$ cat config.mk
export PLATFORM = sky130hd
export DESIGN_NAME = int_status_readout
export DESIGN_NICKNAME = d
export VERILOG_FILES = /design/src/rtl/int_status_readout.sv
export SDC_FILE = /design/constraint.sdc
export NUM_CORES = 1
export LEC_CHECK = 0
export CAP_MARGIN = 20
export CORE_MARGIN = 5
export CORE_UTILIZATION = 41
export CTS_BUF_LIST = sky130_fd_sc_hd__clkbuf_16
export DETAILED_ROUTE_END_ITERATION = 8
export HOLD_SLACK_MARGIN = 0.1
export PLACE_DENSITY = 0.8
export SKIP_CTS_REPAIR_TIMING = 1
export SYNTH_ARGS = -nofsm -noshare
export SYNTH_HDL_FRONTEND = slang
export SYNTH_SLANG_ARGS = --single-unit
$ cat constraint.sdc
create_clock -name SIM_CLK -period 2 [get_ports SIM_CLK]
set_input_delay 0.4 -clock SIM_CLK [delete_from_list [all_inputs] [get_ports SIM_CLK]]
set_output_delay 0.4 -clock SIM_CLK [all_outputs]
set_load 0.01 [all_outputs]
$ cat src/rtl/int_status_readout.sv
// Interrupt status readout: edge-latched pending register with inhibit mask,
// masked clear, and an MSB-first serial snapshot of the pending word.
module int_status_readout #(
    parameter int NINT  = 12,
    parameter int WIDTH = 26
) (
    input  logic            SIM_CLK,
    input  logic            SIM_RST,
    input  logic            BIT_STB,
    input  logic            RD_REQ,
    input  logic            CLR_STB,
    input  logic [NINT-1:0] CLR_MASK,
    input  logic [NINT-1:0] INT_SRC,
    input  logic [NINT-1:0] INH,
    output logic [NINT-1:0] PEND,
    output logic            INT_OUT,
    output logic            SER_DOUT,
    output logic            SER_VALID,
    output logic            BUSY,
    output logic            DONE
);

    localparam int CW = $clog2(WIDTH + 1);

    localparam logic [1:0] IDLE    = 2'd0;
    localparam logic [1:0] ARM     = 2'd1;
    localparam logic [1:0] SHIFT   = 2'd2;
    localparam logic [1:0] DONE_ST = 2'd3;

    logic [1:0]       state_reg;
    logic [NINT-1:0]  hist_reg;
    logic [NINT-1:0]  pend_reg;
    logic [NINT-1:0]  pend_next;
    logic [NINT-1:0]  rise;
    logic             int_out_reg;
    logic [WIDTH-1:0] shift_reg;
    logic [WIDTH-1:0] shift_next;
    logic [WIDTH-1:0] snap_word;
    logic [CW-1:0]    cnt_reg;
    logic             ser_dout_reg;
    logic             ser_valid_reg;
    logic             busy_reg;
    logic             done_reg;

    // Set dominates clear: an edge arriving with its clear still latches.
    generate
        for (genvar gi = 0; gi < NINT; gi++) begin : g_pend
            assign rise[gi]      = INT_SRC[gi] & ~hist_reg[gi];
            assign pend_next[gi] = (pend_reg[gi] & ~(CLR_STB & CLR_MASK[gi]))
                                 | (rise[gi] & ~INH[gi]);
        end
    endgenerate

    always_comb begin
        snap_word                  = '0;
        snap_word[WIDTH-1 -: NINT] = pend_reg;
        shift_next                 = shift_reg << 1;
    end

    always_ff @(posedge SIM_CLK) begin
        if (SIM_RST) begin
            state_reg     <= IDLE;
            hist_reg      <= INT_SRC;
            pend_reg      <= '0;
            int_out_reg   <= 1'b0;
            shift_reg     <= '0;
            cnt_reg       <= '0;
            ser_dout_reg  <= 1'b0;
            ser_valid_reg <= 1'b0;
            busy_reg      <= 1'b0;
            done_reg      <= 1'b0;
        end else begin
            hist_reg    <= INT_SRC;
            pend_reg    <= pend_next;
            int_out_reg <= |pend_reg;
            done_reg    <= 1'b0;
            case (state_reg)
                IDLE: begin
                    if (RD_REQ) begin
                        shift_reg <= snap_word;
                        cnt_reg   <= '0;
                        busy_reg  <= 1'b1;
                        state_reg <= ARM;
                    end
                end
                ARM: begin
                    if (BIT_STB) begin
                        ser_dout_reg  <= shift_reg[WIDTH-1];
                        ser_valid_reg <= 1'b1;
                        cnt_reg       <= CW'(1);
                        state_reg     <= SHIFT;
                    end
                end
                SHIFT: begin
                    // cnt_reg holds the number of bits already presented.
                    if (BIT_STB) begin
                        if (cnt_reg == CW'(WIDTH)) begin
                            ser_dout_reg  <= 1'b0;
                            ser_valid_reg <= 1'b0;
                            busy_reg      <= 1'b0;
                            done_reg      <= 1'b1;
                            state_reg     <= DONE_ST;
                        end else begin
                            shift_reg    <= shift_next;
                            ser_dout_reg <= shift_next[WIDTH-1];
                            cnt_reg      <= cnt_reg + CW'(1);
                        end
                    end
                end
                DONE_ST: begin
                    state_reg <= IDLE;
                end
                default: begin
                    state_reg <= IDLE;
                end
            endcase
        end
    end

    assign PEND      = pend_reg;
    assign INT_OUT   = int_out_reg;
    assign SER_DOUT  = ser_dout_reg;
    assign SER_VALID = ser_valid_reg;
    assign BUSY      = busy_reg;
    assign DONE      = done_reg;

endmodule
Word level (Yosys, flattened, before mapping)
Cells that the tools add are included.
{"block": "totals", "word_cells": 155, "out_inout_bits": 17, "input_bits": 41, "register_bits": 62}
{"block": "op_classes", "n_reduce_logical": 12, "eq_ne": 9, "addsub": 1, "mux": 25, "n_bitwise": 98}
{"operator": "two-way mux 26 bit", "count": 3}
{"operator": "case mux 26 bit (2 select lines)", "count": 1}
{"operator": "AND 1 bit", "count": 48}
{"operator": "inverter 1 bit", "count": 38}
{"operator": "two-way mux 5 bit", "count": 4}
{"operator": "AND reduction 4 bit", "count": 4}
{"operator": "case mux 5 bit (3 select lines)", "count": 1}
{"operator": "OR 1 bit", "count": 12}
{"operator": "OR reduction 12 bit", "count": 1}
{"operator": "!= test 2 bit, second input constant", "count": 5}
{"operator": "two-way mux 1 bit", "count": 8}
{"operator": "two-way mux 2 bit", "count": 4}
{"operator": "case mux 2 bit (4 select lines)", "count": 1}
{"operator": "case mux 1 bit (2 select lines)", "count": 3}
{"operator": "adder 5 x 1 -> 5 bit, second input constant", "count": 1}
{"operator": "== test 5 bit, second input constant", "count": 1}
{"operator": "AND reduction 5 bit", "count": 1}
{"operator": "== test 2 bit, second input constant", "count": 2}
{"operator": "nonzero test 2 bit", "count": 2}
{"operator": "AND reduction 3 bit", "count": 1}
{"operator": "nonzero test 3 bit", "count": 1}
{"operator": "OR reduction 3 bit", "count": 1}
{"operator": "== test 2 x 1 -> 1 bit, second input constant", "count": 1}
{"operator": "zero test 2 bit", "count": 1}

Logic depth before layout (Yosys ltp)
Gate-level depths: netlist of run 1.
{"block": "depth", "ltp_word": 4, "depth_mapped": 7, "mapped_depth_nobuf": 6}

Worst setup path before layout of run 1
No wires, ideal clock.
{"block": "synth_path", "kind": "flip-flop to flip-flop", "startpoint": "reg state_reg[0]", "endpoint": "reg cnt_reg[3]", "t_arrival_ns": 1.987, "n_path_buf": 0, "slack_ns": -0.058, "synth_period_minus_slack_ns": 2.058, "required_ns": 1.929, "path_stages_with_launch": 7, "setup_ns": 0.071, "cell_sequence": "dfxtp_1 inv_1 ha_1 o21ba_2 a2111o_1 or4_1 a21oi_1"}
{"block": "synth_between", "elab_chain_len": 3, "elab_cells_between_ends": 10, "cone_classes": "eq/ne: 6; mux: 1; reduce/logical: 3"}
{"item": "start: declaration", "line": "30", "text": "logic [1:0] state_reg;"}
{"item": "start signal: assignment", "line": "62", "text": "state_reg <= IDLE;"}
{"item": "start signal: assignment", "line": "83", "text": "state_reg <= ARM;"}
{"item": "start signal: assignment", "line": "91", "text": "state_reg <= SHIFT;"}
{"item": "== test 2 bit (tied with other cells)", "line": "77", "text": "case (state_reg)"}
{"item": "!= test 2 bit (no source line) / nonzero test 3 bit (equally long branches)"}
{"item": "AND reduction 5 bit (no source line)"}
{"item": "end signal: assignment", "line": "106", "text": "cnt_reg <= cnt_reg + CW'(1);"}
{"item": "end: declaration", "line": "39", "text": "logic [CW-1:0] cnt_reg;"}
Several ways; a longest one is shown, not always the timed one.
A chain may end at the register's enable or synchronous reset.

Final worst setup path of run 1
{"block": "layout_path", "startpoint": "reg state_reg[0]", "endpoint": "reg cnt_reg[4]"}
The elaborated chain is that of the path after synthesis.

==> results.md, run 1 <==
* Outcome: finished, final reports clean
* Final period util at 0.974
* TritonCTS clock tree: built
* Worst R2R Path Depth at 6
* Vias in the first global route at 1700
* Final hold vios at 0
* Type of destination of the critical path: flop
* Share of layout cells above drive strength 1 at 0.110
* Syn-to-layout area delta at 48.5%
* Gr usage total at 0.144
* Syn nets at 250
* Worst skew pair latency at 0.28 ns
* Clk_skew at 0.00319 ns
* Overall power at 0.00337 W
* Final Cell Area at 2810 µm²
* CP Capture Point: cnt_reg[4]
* Setup violators final at 0
* # port buffers at 57
* Detailed-route DRC error count at 0
* Initial core utilization at 0.428
* Internal reg-to-reg setup slack at 0.05 ns
* Worst Hold Class: reg -> reg
* Final min period at 1.95 ns
* Synth Instances at 203
* Peak supply drop at 0.683 mV
* Pint at 0.00238 W
* Die width at 77.9 µm
* Worst endpoint required time at 2.22 ns
* Worst Path Class, Setup: reg -> reg
* Sw power at 0.000997 W
* Setup TNS at 0 ns
* Final WL at 4.44 mm
* WHS at 0.464 ns
* Cell Rows at 24
* Worst r2r src: state_reg[0]
* GPL Wtd Cong at 0.799
* Commonest non-fill, non-tap cell in the layout: clkdlybuf4s50_1
* Initial DRC count at 90
* Dpl cell area at 2590 µm²
* Reg-to-Reg End: cnt_reg[4]
* Wire per inst at 13.7 µm
* RSZ-0062 raised after global routing: no
* Netlist Area Pre-Place at 1890 µm²
* Core area at 4410 µm²
* Critical path arrival at 2.16 ns
* Pwr per Cell Area at 1200 nW/µm²
* Io pins at 58
* Final net count at 318
* Max_cap viols at 0
* Worst Setup Start Kind: flop
* Vias per inst at 5.20
* Antenna Violating Nets Remaining at 0
* Synth Register Bits at 48
* Post-synth cell types at 30
* Seq pwr share at 0.352
* Combinational power share at 0.329
* Register area share after synthesis at 0.509
* CTS H-tree depth at 2
* P_leak at 1.05 nW
* Grt ovf at 0
* Critical Path Fanout Max at 7
* Clock net sink count at 48
* Initial DRT Pass Iterations at 4
* Most frequent cells in the layout: clkdlybuf4s50_1 (57), dfxtp_1 (46), nor2_1 (40), nand2_1 (15)
* Largest net degree at the start of global routing at 37
* Clock power frac at 0.319
* Routed via count at 1684
* Switch share at 0.296
* Tightest Pin Transition at 0.467 ns
* Post-detail-place hpwl at 3.28 mm
* Longest Clk Path Bufs at 2
* Syn Area/Cell at 9.31 µm²
* Cts bufs inserted at 5
* Slew Limit Headroom at 0.687
* Clk slew on worst S/H paths at 0.07 ns
* Final slew viol count at 0
* First-pass GRT wire length at 7.19 mm
* ANT cells at 0
* Warnings from Yosys at 0
* Antenna violations before repair at 0
* CTS root buf: clkbuf_16
* CP startpoint: state_reg[0]
* Die Y-Extent at 77.9 µm
* Fmax at 513 MHz
* Die area at 6070 µm²
==> power groups by stage <==
stage / combinational (W) / sequential (W) / clock (W)
CTS: 0.00109 / 0.00118 / 0.00109
global placement: 0.00105 / 0.00120 / 0
global route: 0.00122 / 0.00121 / 0.00114
detailed placement: 0.00108 / 0.00120 / 0
floorplan: 0.000662 / 0.00120 / 0
finish: 0.00111 / 0.00119 / 0.00108
==> synth_stat cells <==
cell type  count  area [µm²]
a211oi_1      14         105
or3_2          1        7.51
mux2i_1       13         130
and4b_4        1        13.8
nand2b_1       1        6.26
inv_1          5        18.8
clkbuf_1       6        22.5
nor3_1         3        15.0
a22oi_1       12        90.1
ha_1           6        75.1
or4_1          2        15.0
o41ai_1        1        8.76
nor4_1         3        18.8
o21ai_0        4        20.0
o21ba_2        1        10.0
a31oi_1        2        12.5
nor2_1        40         150
nand3_1        4        20.0
a2111o_1       1        11.3
buf_1          2        7.51
nor2b_1        3        18.8
nand4_1        1        6.26
dfxtp_1       48         961
a311oi_1       1        8.76
buf_2          1        5.00
a221oi_1       1        8.76
nand2_1       15        56.3
or3b_2         1        8.76
a21oi_1        8        40.0
nand4b_1       2        17.5
==> layout make-up <==
cell class,instances,area (µm²)
Fill cell,371,1610
Clock inverter,3,68.8
Tap cell,52,65.1
Inverter,5,18.8
Clock buffer,5,125
Timing Repair Buffer,70,672
Multi-Input combinational cell,141,892
Sequential cell,48,963
==> cells by family after synthesis <==
group / Yosys count / synth area share
adder cells (fa/ha/maj): 6 / 0.0397
AO/OA/AOI/OAI: 45 / 0.167
flip-flops: 48 / 0.509
multiplexers: 13 / 0.0689
AND/OR/NAND/NOR: 77 / 0.187
buffers and inverters: 14 / 0.0285
==> per-layer routing <==
metal	global-route usage	part of all wire
met1	0.169	0.44
met2	0.240	0.48
met3	0.0463	0.072
met4	0.0601	0.0095
met5	0	0
==> worst min path at each step <==
| stage | start | end | slack (ns) | depth (start not counted) |
|---|---|---|---|---|
| floorplan | INT_SRC[0] | hist_reg[0] | 0.43 | 0 |
| global placement | SER_DOUT | SER_DOUT | 0.45 | 2 |
| detailed placement | SER_DOUT | SER_DOUT | 0.46 | 2 |
| CTS | SER_DOUT | SER_DOUT | 0.47 | 2 |
| global route | SER_DOUT | SER_DOUT | 0.48 | 2 |
| finish | SER_DOUT | SER_DOUT | 0.46 | 2 |
==> critical path, stage by stage, from the launching register on <==
cell	delay (ns)
dfxtp_2	0.35
inv_1	0.07
ha_2	0.21
o21ba_2	0.22
a2111o_1	0.48
or4_1	0.42
a21oi_1	0.13
==> metrics by stage <==
step                utilization  worst slack [ns]  std cells
global route              0.635           0.00150        324
detailed placement        0.587            -0.154        316
global placement          0.587            -0.153        316
finish                    0.635            0.0513        324
floorplan                     -            0.0211        203
CTS                       0.631           -0.0316        324
(Power assumes the default switching activity.)
==> run 2: changes to the inputs <==
--- a/config.mk
+++ b/config.mk
@@ -6,6 +6,7 @@
 export NUM_CORES = 1
 export LEC_CHECK = 0
 export CAP_MARGIN = 20
+export CORE_ASPECT_RATIO = 0.75
 export CORE_MARGIN = 5
 export CORE_UTILIZATION = 41
 export CTS_BUF_LIST = sky130_fd_sc_hd__clkbuf_16
==> results.md, run 2 (synthesized netlist as in run 1, its figures left out) <==
* TritonCTS clock tree: built
* Met1 WL at 2.11 mm (+8.7%)
* Peak supply drop at 0.593 mV (-13%)
* Cell Rows at 21 (-13%)
* Final net count at 320 (+0.63%)
* Crit-path slowest cell: a2111o_1
* Io pins at 58 (unchanged)
* Critical path arrival at 2.17 ns (about the same)
* Worst endpoint required time at 2.22 ns (about the same)
* Commonest non-fill, non-tap cell in the layout: clkdlybuf4s50_1
* Tightest Pin Transition at 0.467 ns (-0.0000848 ns)
* Detailed-route DRC error count at 0 (unchanged)
* Buf+Inv Stages, Crit Path at 1 (unchanged)
* Initial core utilization at 0.423 (-0.00504)
* Met3 WL at 435 µm (+37%)
* Critical Path Fanout Max at 7 (unchanged)
* Fmax at 513 MHz (about the same)
* ANT cells at 0 (unchanged)
* Fill count at 392 (+5.7%)
* Max_cap viols at 0 (unchanged)
* Syn-to-layout area delta at 49.1%
* Worst path max stage delay at 0.49 ns (about the same)
* Worst Hold Class: reg -> reg
* Grt ovf at 0 (unchanged)
* Largest net degree at the start of global routing at 37 (unchanged)
* Die Y-Extent at 68.8 µm (-12%)
* Core area at 4470 µm² (+1.2%)
* Initial DRT Pass Iterations at 4 (unchanged)
* CP Cell Sequence: inv_1, ha_2, o21ba_4, a2111o_1, or4_4, a21oi_2
* Final slew viol count at 0 (unchanged)
* Antenna violations before repair at 0 (unchanged)
* Die area at 6080 µm² (+0.24%)
* Top sig layer: met4
* # port buffers at 57 (unchanged)
* Vias in the first global route at 1702 (+0.12%)
* Area of the multi-input gates at 917 µm² (+2.8%)
* Initial DRC count at 82 (-8.9%)
* Setup violators final at 0 (unchanged)
* Gr usage total at 0.164 (+0.0199)
* Cts bufs inserted at 5 (unchanged)
* GPL Wtd Cong at 0.825 (+3.2%)
* P_leak at 1.04 nW (-1.2%)
* Pwr per Cell Area at 1140 nW/µm² (-5.4%)
* Vias per inst at 5.24 (+0.79%)
* First-pass GRT wire length at 7.77 mm (+8.1%)
* CP delay by family, top: compound AO/OA/AOI/OAI gates
* Routed wl met2 at 2.13 mm (+0.19%)
* Post-detail-place hpwl at 3.47 mm (+5.8%)
* Die width at 88.4 µm (+13%)
* CTS H-tree depth at 2 (unchanged)
* Final WL at 4.71 mm (+6.2%)
* Worst skew pair latency at 0.28 ns (about the same)
* Worst Path Class, Setup: reg -> reg
* Final hold vios at 0 (unchanged)
* Wire per inst at 14.2 µm (+4.0%)
* Setup TNS at 0 ns (unchanged)
* Clk_skew at 0.00232 ns (-0.000871 ns)
* Clk slew on worst S/H paths at 0.06 ns (about the same)
* Worst Setup Start Kind: flop
* Slew Limit Headroom at 0.688 (about the same)
* Routed via count at 1734 (+3.0%)
* Post-layout util at 0.631 (-0.00496)
* Final period util at 0.975 (about the same)
* Clock net sink count at 48 (unchanged)
* Share of layout cells above drive strength 1 at 0.131 (+0.0211)
* Most frequent cells in the layout: clkdlybuf4s50_1 (57), dfxtp_1 (45), nor2_1 (40), nand2_1 (15), buf_4 (14)
* Antenna Violating Nets Remaining at 0 (unchanged)
* Outcome: finished, final reports clean
* Reg area at 970 µm² (+0.65%)
* Type of destination of the critical path: flop
* CTS root buf: clkbuf_16
* Final min period at 1.95 ns (+0.00158 ns)
* Longest Clk Path Bufs at 2 (unchanged)
## run 2: final timing paths
| kind | startpoint | cells after the start | end | slack [ns] |
|---|---|---|---|---|
| setup reg to reg | state_reg[1] | 6 | cnt_reg[3] | 0.05 |
| hold reg to reg | SER_DOUT | 2 | SER_DOUT | 0.46 |
| hold / removal | SER_DOUT | 2 | SER_DOUT | 0.46 |
| setup / recovery | state_reg[1] | 6 | cnt_reg[3] | 0.05 |
## run 2: stage by stage
| stage | power [W] | setup slack [ns] | std cells | hold WS, ns | instance area (µm²) |
|---|---|---|---|---|---|
| 6_report | 0.00321 | 0.0497 | 331 | 0.463 | 2820 |
| 5_1_grt | 0.00340 | -0.00623 | 331 | 0.512 | 2820 |
| 4_1_cts | 0.00316 | -0.0522 | 330 | 0.465 | 2760 |
| 3_5_place_dp | 0.00235 | -0.175 | 322 | 0.455 | 2620 |
| 3_3_place_gp | 0.00231 | -0.126 | 322 | 0.449 | 2620 |
| 2_1_floorplan | 0.00186 | 0.0211 | 203 | 0.428 | 1890 |
## run 2: area by class of cell
| class | instances | area share |
|---|---|---|
| clock buffers | 5 | 0.0444 |
| well taps | 57 | 0.0253 |
| inverters | 5 | 0.00666 |
| flip-flops and latches | 48 | 0.344 |
| multi-input cells | 141 | 0.326 |
| repair buffers | 72 | 0.247 |
| clock inverters | 3 | 0.00666 |
## run 2: report_power, final
group          total, W  internal, W  switching, W  leakage, nW
Combinational   0.00121     0.000603      0.000602        0.581
Clock          0.000797     0.000458      0.000339       0.0635
Sequential      0.00120      0.00111     0.0000898        0.398
## run 2: worst register-to-register path: stages (launching register included)
cell and delay, ns:
dfxtp_4 0.37, inv_1 0.06, ha_2 0.19, o21ba_4 0.20
a2111o_1 0.49, or4_4 0.45, a21oi_2 0.13
## run 2: layer usage
metal,vias up,track usage
met4,0,0.0415
met3,2,0.0534
met2,64,0.264
li1,868,-
met5,-,0
met1,800,0.213
